==> config.mk <==
export PLATFORM = sky130hd
export DESIGN_NAME = display_scan_ctrl_flat
export DESIGN_NICKNAME = d
export VERILOG_FILES = /design/src/rtl/display_scan_ctrl_pkg.sv /design/src/rtl/display_scan_ctrl_if.sv /design/src/rtl/display_scan_ctrl_scan_timer.sv /design/src/rtl/display_scan_ctrl.sv /design/src/flat_wrapper.sv
export SDC_FILE = /design/constraint.sdc
export NUM_CORES = 1
export LEC_CHECK = 0
export ABC_AREA = 1
export CORE_MARGIN = 4
export CORE_UTILIZATION = 50
export CTS_CLUSTER_SIZE = 25
export DETAILED_ROUTE_END_ITERATION = 6
export GPL_TIMING_DRIVEN = 0
export PLACE_DENSITY = 0.67
export SETUP_SLACK_MARGIN = 0.15
export SLEW_MARGIN = 20
export SYNTH_ARGS = -nofsm -noshare
export SYNTH_HDL_FRONTEND = slang
export SYNTH_SLANG_ARGS = --single-unit
export TNS_END_PERCENT = 5
==> constraint.sdc <==
create_clock -name clk -period 13.96 [get_ports clk]
set_input_delay 4.188 -clock clk [delete_from_list [all_inputs] [get_ports clk]]
set_output_delay 4.188 -clock clk [all_outputs]
set_load 0.03 [all_outputs]
==> src/rtl/display_scan_ctrl_pkg.sv <==
// Shared types and helpers for the 4-digit multiplexed 7-segment scan controller.
package display_pkg;

    localparam int          SEG_W    = 7;
    localparam int          N_DIGITS = 4;
    localparam logic [3:0]  CELL_OFF = 4'b1111;

    typedef logic [SEG_W-1:0] seg_t;

    // Phase of the current digit slot.
    typedef enum logic [1:0] {
        PH_BLANK = 2'd0,
        PH_LIT   = 2'd1,
        PH_DARK  = 2'd2
    } phase_t;

    // Active-low one-cold cell select for digit idx.
    function automatic logic [N_DIGITS-1:0] cell_sel(input logic [1:0] idx);
        cell_sel = ~(4'b0001 << idx);
    endfunction

endpackage

==> src/rtl/display_scan_ctrl_if.sv <==
// Shadow-bank write port: valid/ready write channel plus the commit pulse.
interface display_scan_ctrl_if;
    import display_pkg::*;

    logic       wr_valid;
    logic       wr_ready;
    logic [1:0] wr_addr;
    seg_t       wr_data;
    logic       commit;

    modport master (output wr_valid, output wr_addr, output wr_data, output commit, input wr_ready);
    modport slave  (input wr_valid, input wr_addr, input wr_data, input commit, output wr_ready);

endinterface

==> src/rtl/display_scan_ctrl_scan_timer.sv <==
// Slot timer: counts cycles within a digit slot, steps digits 3->2->1->0 and
// tracks the BLANK/LIT/DARK phase using the brightness captured at slot start.
module scan_timer
    import display_pkg::*;
#(
    parameter int CLK_DIV      = 48000,
    parameter int BLANK_CYCLES = 16
) (
    input  logic       clk,
    input  logic       rst_n,
    input  logic [3:0] brightness,
    output logic [1:0] digit,
    output phase_t     phase,
    output logic       slot_start,
    output logic       frame_boundary
);

    localparam int                CNT_W   = $clog2(CLK_DIV);
    localparam int                SUB     = (CLK_DIV - BLANK_CYCLES) / 16;
    localparam logic [CNT_W-1:0]  CNT_MAX = CNT_W'(CLK_DIV - 1);
    localparam logic [CNT_W-1:0]  CNT_LIT = CNT_W'(BLANK_CYCLES);

    logic [CNT_W-1:0] cnt_r;
    logic [CNT_W-1:0] cnt_nxt_s;
    logic [1:0]       digit_r;
    logic [1:0]       digit_nxt_s;
    logic [3:0]       b_r;
    phase_t           phase_r;
    phase_t           phase_nxt_s;
    logic [31:0]      p_nxt_s;
    logic [31:0]      lim_s;

    // Next counter/digit value; digit wraps 0 -> 3 by 2-bit underflow.
    always_comb begin
        cnt_nxt_s   = cnt_r;
        digit_nxt_s = digit_r;
        if (cnt_r == CNT_MAX) begin
            cnt_nxt_s   = '0;
            digit_nxt_s = digit_r - 2'd1;
        end else begin
            cnt_nxt_s   = cnt_r + CNT_W'(1);
            digit_nxt_s = digit_r;
        end
    end

    assign p_nxt_s = 32'(cnt_nxt_s) - 32'(BLANK_CYCLES);
    assign lim_s   = 32'(SUB) * (32'(b_r) + 32'd1);

    // Phase next-state: blank window, then lit for SUB*(b+1) cycles, then dark.
    always_comb begin
        phase_nxt_s = phase_r;
        case (phase_r)
            PH_BLANK: begin
                if (cnt_nxt_s == CNT_LIT) phase_nxt_s = PH_LIT;
                else                      phase_nxt_s = PH_BLANK;
            end
            PH_LIT: begin
                if (cnt_nxt_s == '0)        phase_nxt_s = PH_BLANK;
                else if (p_nxt_s >= lim_s)  phase_nxt_s = PH_DARK;
                else                        phase_nxt_s = PH_LIT;
            end
            PH_DARK: begin
                if (cnt_nxt_s == '0) phase_nxt_s = PH_BLANK;
                else                 phase_nxt_s = PH_DARK;
            end
            default: phase_nxt_s = PH_BLANK;
        endcase
    end

    // Timer state registers; brightness is frozen for the slot at count 0.
    always_ff @(posedge clk or negedge rst_n) begin
        if (!rst_n) begin
            cnt_r   <= '0;
            digit_r <= 2'd3;
            phase_r <= PH_BLANK;
            b_r     <= 4'd0;
        end else begin
            cnt_r   <= cnt_nxt_s;
            digit_r <= digit_nxt_s;
            phase_r <= phase_nxt_s;
            if (cnt_r == '0) b_r <= brightness;
            else             b_r <= b_r;
        end
    end

    assign digit          = digit_r;
    assign phase          = phase_r;
    assign slot_start     = (cnt_r == '0);
    assign frame_boundary = (digit_r == 2'd0) && (cnt_r == CNT_MAX);

endmodule

==> src/rtl/display_scan_ctrl.sv <==
// Display scan controller top: double-buffered digit bank with commit-at-frame,
// per-digit enables and registered segment/cell pins.
module display_scan_ctrl
    import display_pkg::*;
#(
    parameter int   CLK_DIV      = 48000,
    parameter int   BLANK_CYCLES = 16,
    parameter seg_t SEG_OFF      = 7'h7F
) (
    input  logic                 clk,
    input  logic                 rst_n,
    display_scan_ctrl_if.slave   wr,
    input  logic [3:0]           brightness,
    input  logic [3:0]           digit_en,
    output seg_t                 linker_segment,
    output logic [3:0]           current_cell,
    output logic                 frame_done
);

    seg_t        shadow_r [N_DIGITS];
    seg_t        active_r [N_DIGITS];
    logic        pending_r;
    logic [3:0]  en_r;
    seg_t        seg_r;
    logic [3:0]  cell_r;
    logic        frame_done_r;

    logic [1:0]  digit_s;
    phase_t      phase_s;
    logic        slot_start_s;
    logic        boundary_s;
    logic        wr_accept_s;
    seg_t        seg_nxt_s;
    logic [3:0]  cell_nxt_s;

    scan_timer #(
        .CLK_DIV      (CLK_DIV),
        .BLANK_CYCLES (BLANK_CYCLES)
    ) u_timer (
        .clk            (clk),
        .rst_n          (rst_n),
        .brightness     (brightness),
        .digit          (digit_s),
        .phase          (phase_s),
        .slot_start     (slot_start_s),
        .frame_boundary (boundary_s)
    );

    assign wr_accept_s = wr.wr_valid & ~pending_r;
    assign wr.wr_ready = ~pending_r;

    // Shadow bank writes and publish of the whole shadow bank at the frame boundary.
    always_ff @(posedge clk or negedge rst_n) begin
        if (!rst_n) begin
            for (int i = 0; i < N_DIGITS; i++) begin
                shadow_r[i] <= '0;
                active_r[i] <= '0;
            end
        end else begin
            if (wr_accept_s) shadow_r[wr.wr_addr] <= wr.wr_data;
            else             shadow_r <= shadow_r;
            if (boundary_s && pending_r) active_r <= shadow_r;
            else                         active_r <= active_r;
        end
    end

    // Commit-pending flag: set by commit, cleared when the bank is published.
    always_ff @(posedge clk or negedge rst_n) begin
        if (!rst_n) begin
            pending_r <= 1'b0;
        end else if (boundary_s && pending_r) begin
            pending_r <= 1'b0;
        end else if (wr.commit && !pending_r) begin
            pending_r <= 1'b1;
        end else begin
            pending_r <= pending_r;
        end
    end

    // Digit enables are frozen for the slot at count 0.
    always_ff @(posedge clk or negedge rst_n) begin
        if (!rst_n)            en_r <= 4'b0000;
        else if (slot_start_s) en_r <= digit_en;
        else                   en_r <= en_r;
    end

    // Pin values for the current timer state; disabled digits stay dark.
    always_comb begin
        cell_nxt_s = CELL_OFF;
        seg_nxt_s  = SEG_OFF;
        if ((phase_s == PH_LIT) && en_r[digit_s]) begin
            cell_nxt_s = cell_sel(digit_s);
            seg_nxt_s  = active_r[digit_s];
        end else begin
            cell_nxt_s = CELL_OFF;
            seg_nxt_s  = SEG_OFF;
        end
    end

    // Output registers: pins lag the timer state by exactly one cycle.
    always_ff @(posedge clk or negedge rst_n) begin
        if (!rst_n) begin
            seg_r        <= SEG_OFF;
            cell_r       <= CELL_OFF;
            frame_done_r <= 1'b0;
        end else begin
            seg_r        <= seg_nxt_s;
            cell_r       <= cell_nxt_s;
            frame_done_r <= boundary_s;
        end
    end

    assign linker_segment = seg_r;
    assign current_cell   = cell_r;
    assign frame_done     = frame_done_r;

endmodule
==> src/flat_wrapper.sv <==
// flat-port wrapper written by rule: the top's interface ports become plain ports
module display_scan_ctrl_flat import display_pkg::*;
#(
    parameter int   CLK_DIV      = 48000,
    parameter int   BLANK_CYCLES = 16,
    parameter seg_t SEG_OFF      = 7'h7F
)
  (clk, rst_n, brightness, digit_en, linker_segment, current_cell, frame_done, wr_wr_valid, wr_wr_addr, wr_wr_data, wr_commit, wr_wr_ready);
  display_scan_ctrl_if wr_i ();
  input  logic clk;
  input  logic rst_n;
  input  logic [3:0] brightness;
  input  logic [3:0] digit_en;
  output seg_t linker_segment;
  output logic [3:0] current_cell;
  output logic frame_done;
  input wire logic [$bits(wr_i.wr_valid)-1:0] wr_wr_valid;
  input wire logic [$bits(wr_i.wr_addr)-1:0] wr_wr_addr;
  input wire logic [$bits(wr_i.wr_data)-1:0] wr_wr_data;
  input wire logic [$bits(wr_i.commit)-1:0] wr_commit;
  output wire logic [$bits(wr_i.wr_ready)-1:0] wr_wr_ready;
  assign wr_i.wr_valid = wr_wr_valid;
  assign wr_i.wr_addr = wr_wr_addr;
  assign wr_i.wr_data = wr_wr_data;
  assign wr_i.commit = wr_commit;
  assign wr_wr_ready = wr_i.wr_ready;
  display_scan_ctrl #(.CLK_DIV(CLK_DIV), .BLANK_CYCLES(BLANK_CYCLES), .SEG_OFF(SEG_OFF)) u_core (.clk(clk), .rst_n(rst_n), .wr(wr_i), .brightness(brightness), .digit_en(digit_en), .linker_segment(linker_segment), .current_cell(current_cell), .frame_done(frame_done));
endmodule
# After elaboration in Yosys (flattened, before gate mapping)
# Index checks and enable logic that the tools add are counted.
totals:
  regBits: 97
  input_bits: 21
  out_inout_bits: 13
  word_cells: 66
classes:
  add_sub_neg: 4
  n_mul: 1
  order_cmp: 5
  eq_ne: 4
  n_shift: 1
  mux: 18
  bitwise: 5
  reduce_logical: 11
ops:
  columns: ["cell", "n"]
  rows:
  - ["$ge A32 B17 Y1", 1]
  - ["$logic_not A16 Y1", 2]
  - ["$bwmux W28", 1]
  - ["$mux W7", 4]
  - ["$mul A12 B5 Y17 const A", 1]
  - ["$sub A16 B5 Y17 const B", 1]
  - ["$add A16 B1 Y16 const B", 1]
  - ["$eq A16 B16 Y1 const B", 1]
  - ["$eq A16 B5 Y1 const B", 1]
  - ["$mux W16", 1]
  - ["$bmux W7 S2", 1]
  - ["$demux W7 S2", 1]
  - ["$ge A3 B3 Y1 const B", 2]
  - ["$mux W2", 3]
  - ["$not A2 Y3", 2]
  - ["$pmux W2 S3", 1]
  - ["$add A4 B1 Y5 const B", 1]
  - ["$logic_and A1 B1 Y1", 5]
  - ["$logic_not A2 Y1", 2]
  - ["$mux W1", 4]
  - ["$mux W4", 1]
  - ["$not A4 Y4", 1]
  - ["$shl A1 B2 Y4 const A", 1]
  - ["$lt A2 B3 Y1 const B", 1]
  - ["other kinds (9)", 9]

# Logic depth before layout (Yosys ltp)
logic_depth:
  depth_word: 7
  depth_mapped: 32
  mapped_depth_nobuf: 32

# Cells and area by module
# From an unflattened synthesis, not the netlist that was laid out.
unflattened:
  hier_cells: 799
  hier_area_um2: 6424.9
modules_own_cells:
  columns: ["module", "instances", "cells_per_inst", "area_per_inst_um2", "seq_area_each_um2"]
  rows:
  - ["scan_timer", 1, 468, 3358.2, 603.1]
  - ["display_scan_ctrl", 1, 331, 3066.7, 1840.5]

# Worst setup path before layout
# OpenSTA, ideal clock, no wires.
synth_timing:
  path_type: "input-to-reg"
  start: "input port wr_wr_valid"
  end: "register u_core.shadow_r[10] (netlist bit)"
  t_arrival_ns: 4.847
  required_time_ns: 13.829
  path_slack_ns: 8.982
  path_stages: 6
  path_buffers: 1
  cell_sequence: "inv_1 > nor2_1 > nand3_1 > clkbuf_1 > nand2_1 > o21ai_0"
synth_between:
  elab_chain_len: 1
synth_rtl:
  columns: ["element", "line_no", "rtl"]
  rows:
  - ["start: declaration", "flat_wrapper.sv:17", "input wire logic [$bits(wr_i.wr_valid)-1:0] wr_wr_valid;"]
  - ["$and A1 B1 Y1", "display_scan_ctrl.sv:49", "assign wr_accept_s = wr.wr_valid & ~pending_r;"]
  - ["end signal: indexed assignment", "display_scan_ctrl.sv:60", "if (wr_accept_s) shadow_r[wr.wr_addr] <= wr.wr_data;"]
  - ["end signal: assignment", "display_scan_ctrl.sv:61", "else shadow_r <= shadow_r;"]
  - ["end: declaration", "display_scan_ctrl.sv:20", "seg_t shadow_r [N_DIGITS];"]
# No other way between the ends.
# A chain may end at the register's enable or synchronous reset.

# Final worst setup path
layout_timing:
  start: "register u_core.seg_r[6], in the netlist u_core.linker_segment[6]"
  end: "output port linker_segment[6]"
layout_lines:
  columns: ["element", "line_no", "rtl"]
  rows:
  - ["start: declaration", "display_scan_ctrl.sv:24", "seg_t seg_r;"]
  - ["start signal: assignment", "display_scan_ctrl.sv:107", "seg_r <= seg_nxt_s;"]
  - ["end: declaration", "flat_wrapper.sv:14", "output seg_t linker_segment;"]
# No word-level cell between the ends.

==> flow_summary.ini <==
[setup_path]
path_depth = 1
start_kind = flop
r2r_cells = 29
crit_path_top_delay_cell = clkdlybuf4s50_1
crit_start = u_core.linker_segment[6]$_DFF_PN1_
worst-setup-path-type = reg -> out
cp_max_fo = 1
worstPathRequired_ps = 9770
crit_end = linker_segment[6]
reg2reg_slack_ps = 8360
endpoint_kind = output port
crit_family = buffers and inverters
rr_startpoint = u_core.u_timer.b_r[0]$_DFFE_PN0N_
regToRegEndpoint = u_core.u_timer.phase[0]$_DFF_PN0_
slowest_delay_ps = 660
cp_cell_sequence = clkdlybuf4s50_1
crit_buf_inv = 1
worst-endpoint-arrival_ps = 1520

[power]
clockPowerShare_pct = 29.3
switching_share_pct = 32.2
p_leak_uw = 0.00366
ir_drop_uv = 82.8
p_int_uw = 519
power_density_nw_per_um2 = 111
comb_power_share_pct = 31.7
p_sw_uw = 247
power_frac_seq_pct = 39.0

[clock_tree]
clk_latency_ps = 340
cts-resized-gates = 0
cts_hold_buf = 0
clkTransAtPathRegs_ps = 60
postCtsSetupRepairBufs = 0
clockRootBuffer = clkbuf_16
htree_levels = 3
cts_tree = built
cts_num_sinks = 97
clockBufferDepth = 2
cts_buffers = 9

[logic_synthesis]
synth_area_leaders = dfrtp_1 34%, nand2_1 12%, ha_1 12%, inv_1 5.8%, dfstp_2 5.6%
synth-edff-count = 0
syn_area_um2 = 6100
synthMuxAreaShare_pct = 1.11
async_flop_share_pct = 100
seq_area_frac_synth_pct = 40.1
synth_most_common_cell = nand2_1
ys_ff_latch = 97
synth_top_family_by_area = simple AND/OR/NAND/NOR gates
synth_largest_area_cell = dfrtp_1
yosys.area_share.xor_xnor_pct = 3.30
yosys-top-cells-count = 203 x nand2_1, 94 x inv_1, 84 x dfrtp_1
synth_compound_gate_area_share_pct = 8.00
yosys_warnings = 0
synth_area_per_cell_um2 = 8.29
yosys.area.top_type_share_pct = 34.5
synth_ff_type = dfrtp_1
synth_simple_gate_area_share_pct = 24.2
yosys.area_share.adder_pct = 15.8
synth_cells = 736
yosysUniqueCellTypes = 41
synth.net_count = 827

[drt]
avgRoutedWirePerCell_um = 14.0
ant_nets = 0
drt-total-wl_um = 13000
drtPass1Iterations = 5
drc = 0
drt_iter0_drc = 297
post_drt_via_cell_ratio = 5.16
num_vias = 4808

[sta]
worst_slack_ps = 8250
rsz0062_at_grt = no
finClkSkew_ps = 5.59
tightestPinTransition_ps = 579
setup_tns_ps = 0
drv_slew = 0
relSlewSlack_pct = 61.3
period_needed_ps = 5710
post-route-period-util_pct = 40.9
setup_viol = 0
final-hold-violation-count = 0
max_freq_mhz = 175

[global_route]
grt.total_usage_pct = 19.4
grt.overflow.total = 0
gr-usage-met1_pct = 27.9
grt_pass1_vias = 4695
antenna_found_initial = 0
gr-max-usage-layer = met2
met3_usage_pct = 3.92
met2_usage_pct = 30.0
grt_max_degree = 65
grt_pass1_wl_um = 22000

[placed_design]
dp_slack_ps = 8230
globalplace.congestion = 0.938
dp.final_hpwl_um = 10200
port_buffers = 33

[hold_path]
hold_start = u_core.active_r[10]$_DFFE_PN0P_
hold_class = reg -> reg

[run_status]
status = completed

[die]
coreArea_um2 = 12000
die_h_um = 118
die-width_um = 118
start_util_pct = 51.0
rows = 40
ios = 34
fp.dieArea_um2 = 14000

[cells_and_area]
fin_nets = 872
drive_gt1_share_pct = 8.66
post-route-util_pct = 57.7
antennaDiodeCount = 0
syn_to_final_growth_pct = 13.2

[run]
drv_cap = 0
[cell type report]
type | instances | area, um2
Fill cell | 1075 | 5050
Tap cell | 147 | 184
Clock inverter | 3 | 17.5
Timing Repair Buffer | 34 | 359
Sequential cell | 97 | 2440
Multi-Input combinational cell | 526 | 3200
Buffer | 16 | 91.3
Inverter | 97 | 364
Clock buffer | 12 | 246
[worst min-delay path by stage]
| stage | endpoint | slack, ps | cells past startpoint |
|---|---|---|---|
| 6_report | u_core.active_r[10]$_DFFE_PN0P_ | 480 | 2 |
| 5_1_grt | u_core.active_r[8]$_DFFE_PN0P_ | 490 | 2 |
| 4_1_cts | u_core.active_r[10]$_DFFE_PN0P_ | 480 | 2 |
| 3_5_place_dp | u_core.active_r[10]$_DFFE_PN0P_ | 470 | 2 |
| 3_3_place_gp | u_core.active_r[27]$_DFFE_PN0P_ | 460 | 2 |
| 2_1_floorplan | u_core.active_r[0]$_DFFE_PN0P_ | 440 | 2 |
[registers in the layout, indices dropped and copies added (netlist names)]
signal	count
u_core.u_timer.digit	2
u_core.pending_r	1
u_core.active_r	28
u_core.shadow_r	28
u_core.linker_segment	7
u_core.u_timer.phase	2
u_core.frame_done	1
u_core.u_timer.cnt_r	16
u_core.u_timer.b_r	4
u_core.en_r	4
u_core.current_cell	4
[metrics by stage]
| stage | hold WS, ps | instance area (um2) | power, uW | cells |
|---|---|---|---|---|
| 3_5_place_dp | 466 | 6640 | 547 | 917 |
| 2_1_floorplan | 442 | 6100 | 485 | 736 |
| 6_report | 480 | 6910 | 766 | 932 |
| 4_1_cts | 482 | 6910 | 775 | 932 |
| 3_3_place_gp | 459 | 6610 | 535 | 916 |
| 5_1_grt | 495 | 6910 | 823 | 932 |
[layout by cell type (no fill, tap or decap), types with 2 or more instances in the layout]
| master | count |
|---|---|
| nand4_1 | 11 |
| nor3_1 | 4 |
| inv_1 | 94 |
| clkinv_2 | 2 |
| fa_1 | 12 |
| clkbuf_16 | 9 |
| o21ai_1 | 3 |
| nand3_2 | 4 |
| a21o_1 | 2 |
| clkdlybuf4s50_1 | 32 |
| nor2_1 | 63 |
| nand2_2 | 6 |
| nand2_1 | 203 |
| nand3_1 | 31 |
| nor2_4 | 2 |
| dfrtp_1 | 84 |
| o21ai_0 | 54 |
| buf_6 | 3 |
| o21bai_1 | 2 |
| buf_2 | 4 |
| nand2_4 | 3 |
| buf_4 | 3 |
| o221ai_1 | 7 |
| ha_1 | 58 |
| xor2_1 | 13 |
| dfstp_2 | 13 |
| clkbuf_1 | 8 |
| mux2_2 | 6 |
| a21oi_1 | 18 |
| xnor2_1 | 10 |
| nor2_2 | 4 |
| inv_2 | 2 |
[power by group through the flow]
| stage | Sequential, uW | Clock (uW) | Combinational [uW] |
|---|---|---|---|
| finish | 298 | 225 | 243 |
| global route | 300 | 243 | 281 |
| CTS | 298 | 231 | 246 |
| detailed placement | 304 | 0 | 243 |
| global placement | 303 | 0 | 232 |
| floorplan | 308 | 0 | 176 |
[logic make-up (layout without fill, tap and decap cells)]
group                    after synthesis  count (layout)
buffers and inverters                113             162
multiplexers                           6               6
adder cells (fa/ha/maj)               70              70
flip-flops                            97              97
AND/OR/NAND/NOR                      338             338
XOR/XNOR                              23              23
AO/OA/AOI/OAI                         89              89
[routing by layer]
| layer | vias to the layer above | wire length [um] |
|---|---|---|
| li1 | 2444 | - |
| met1 | 2260 | 6490 |
| met2 | 92 | 5830 |
| met3 | 12 | 542 |
| met4 | 0 | 163 |
| met5 | - | 0 |
Note: power is estimated with default switching activity, not from simulation.
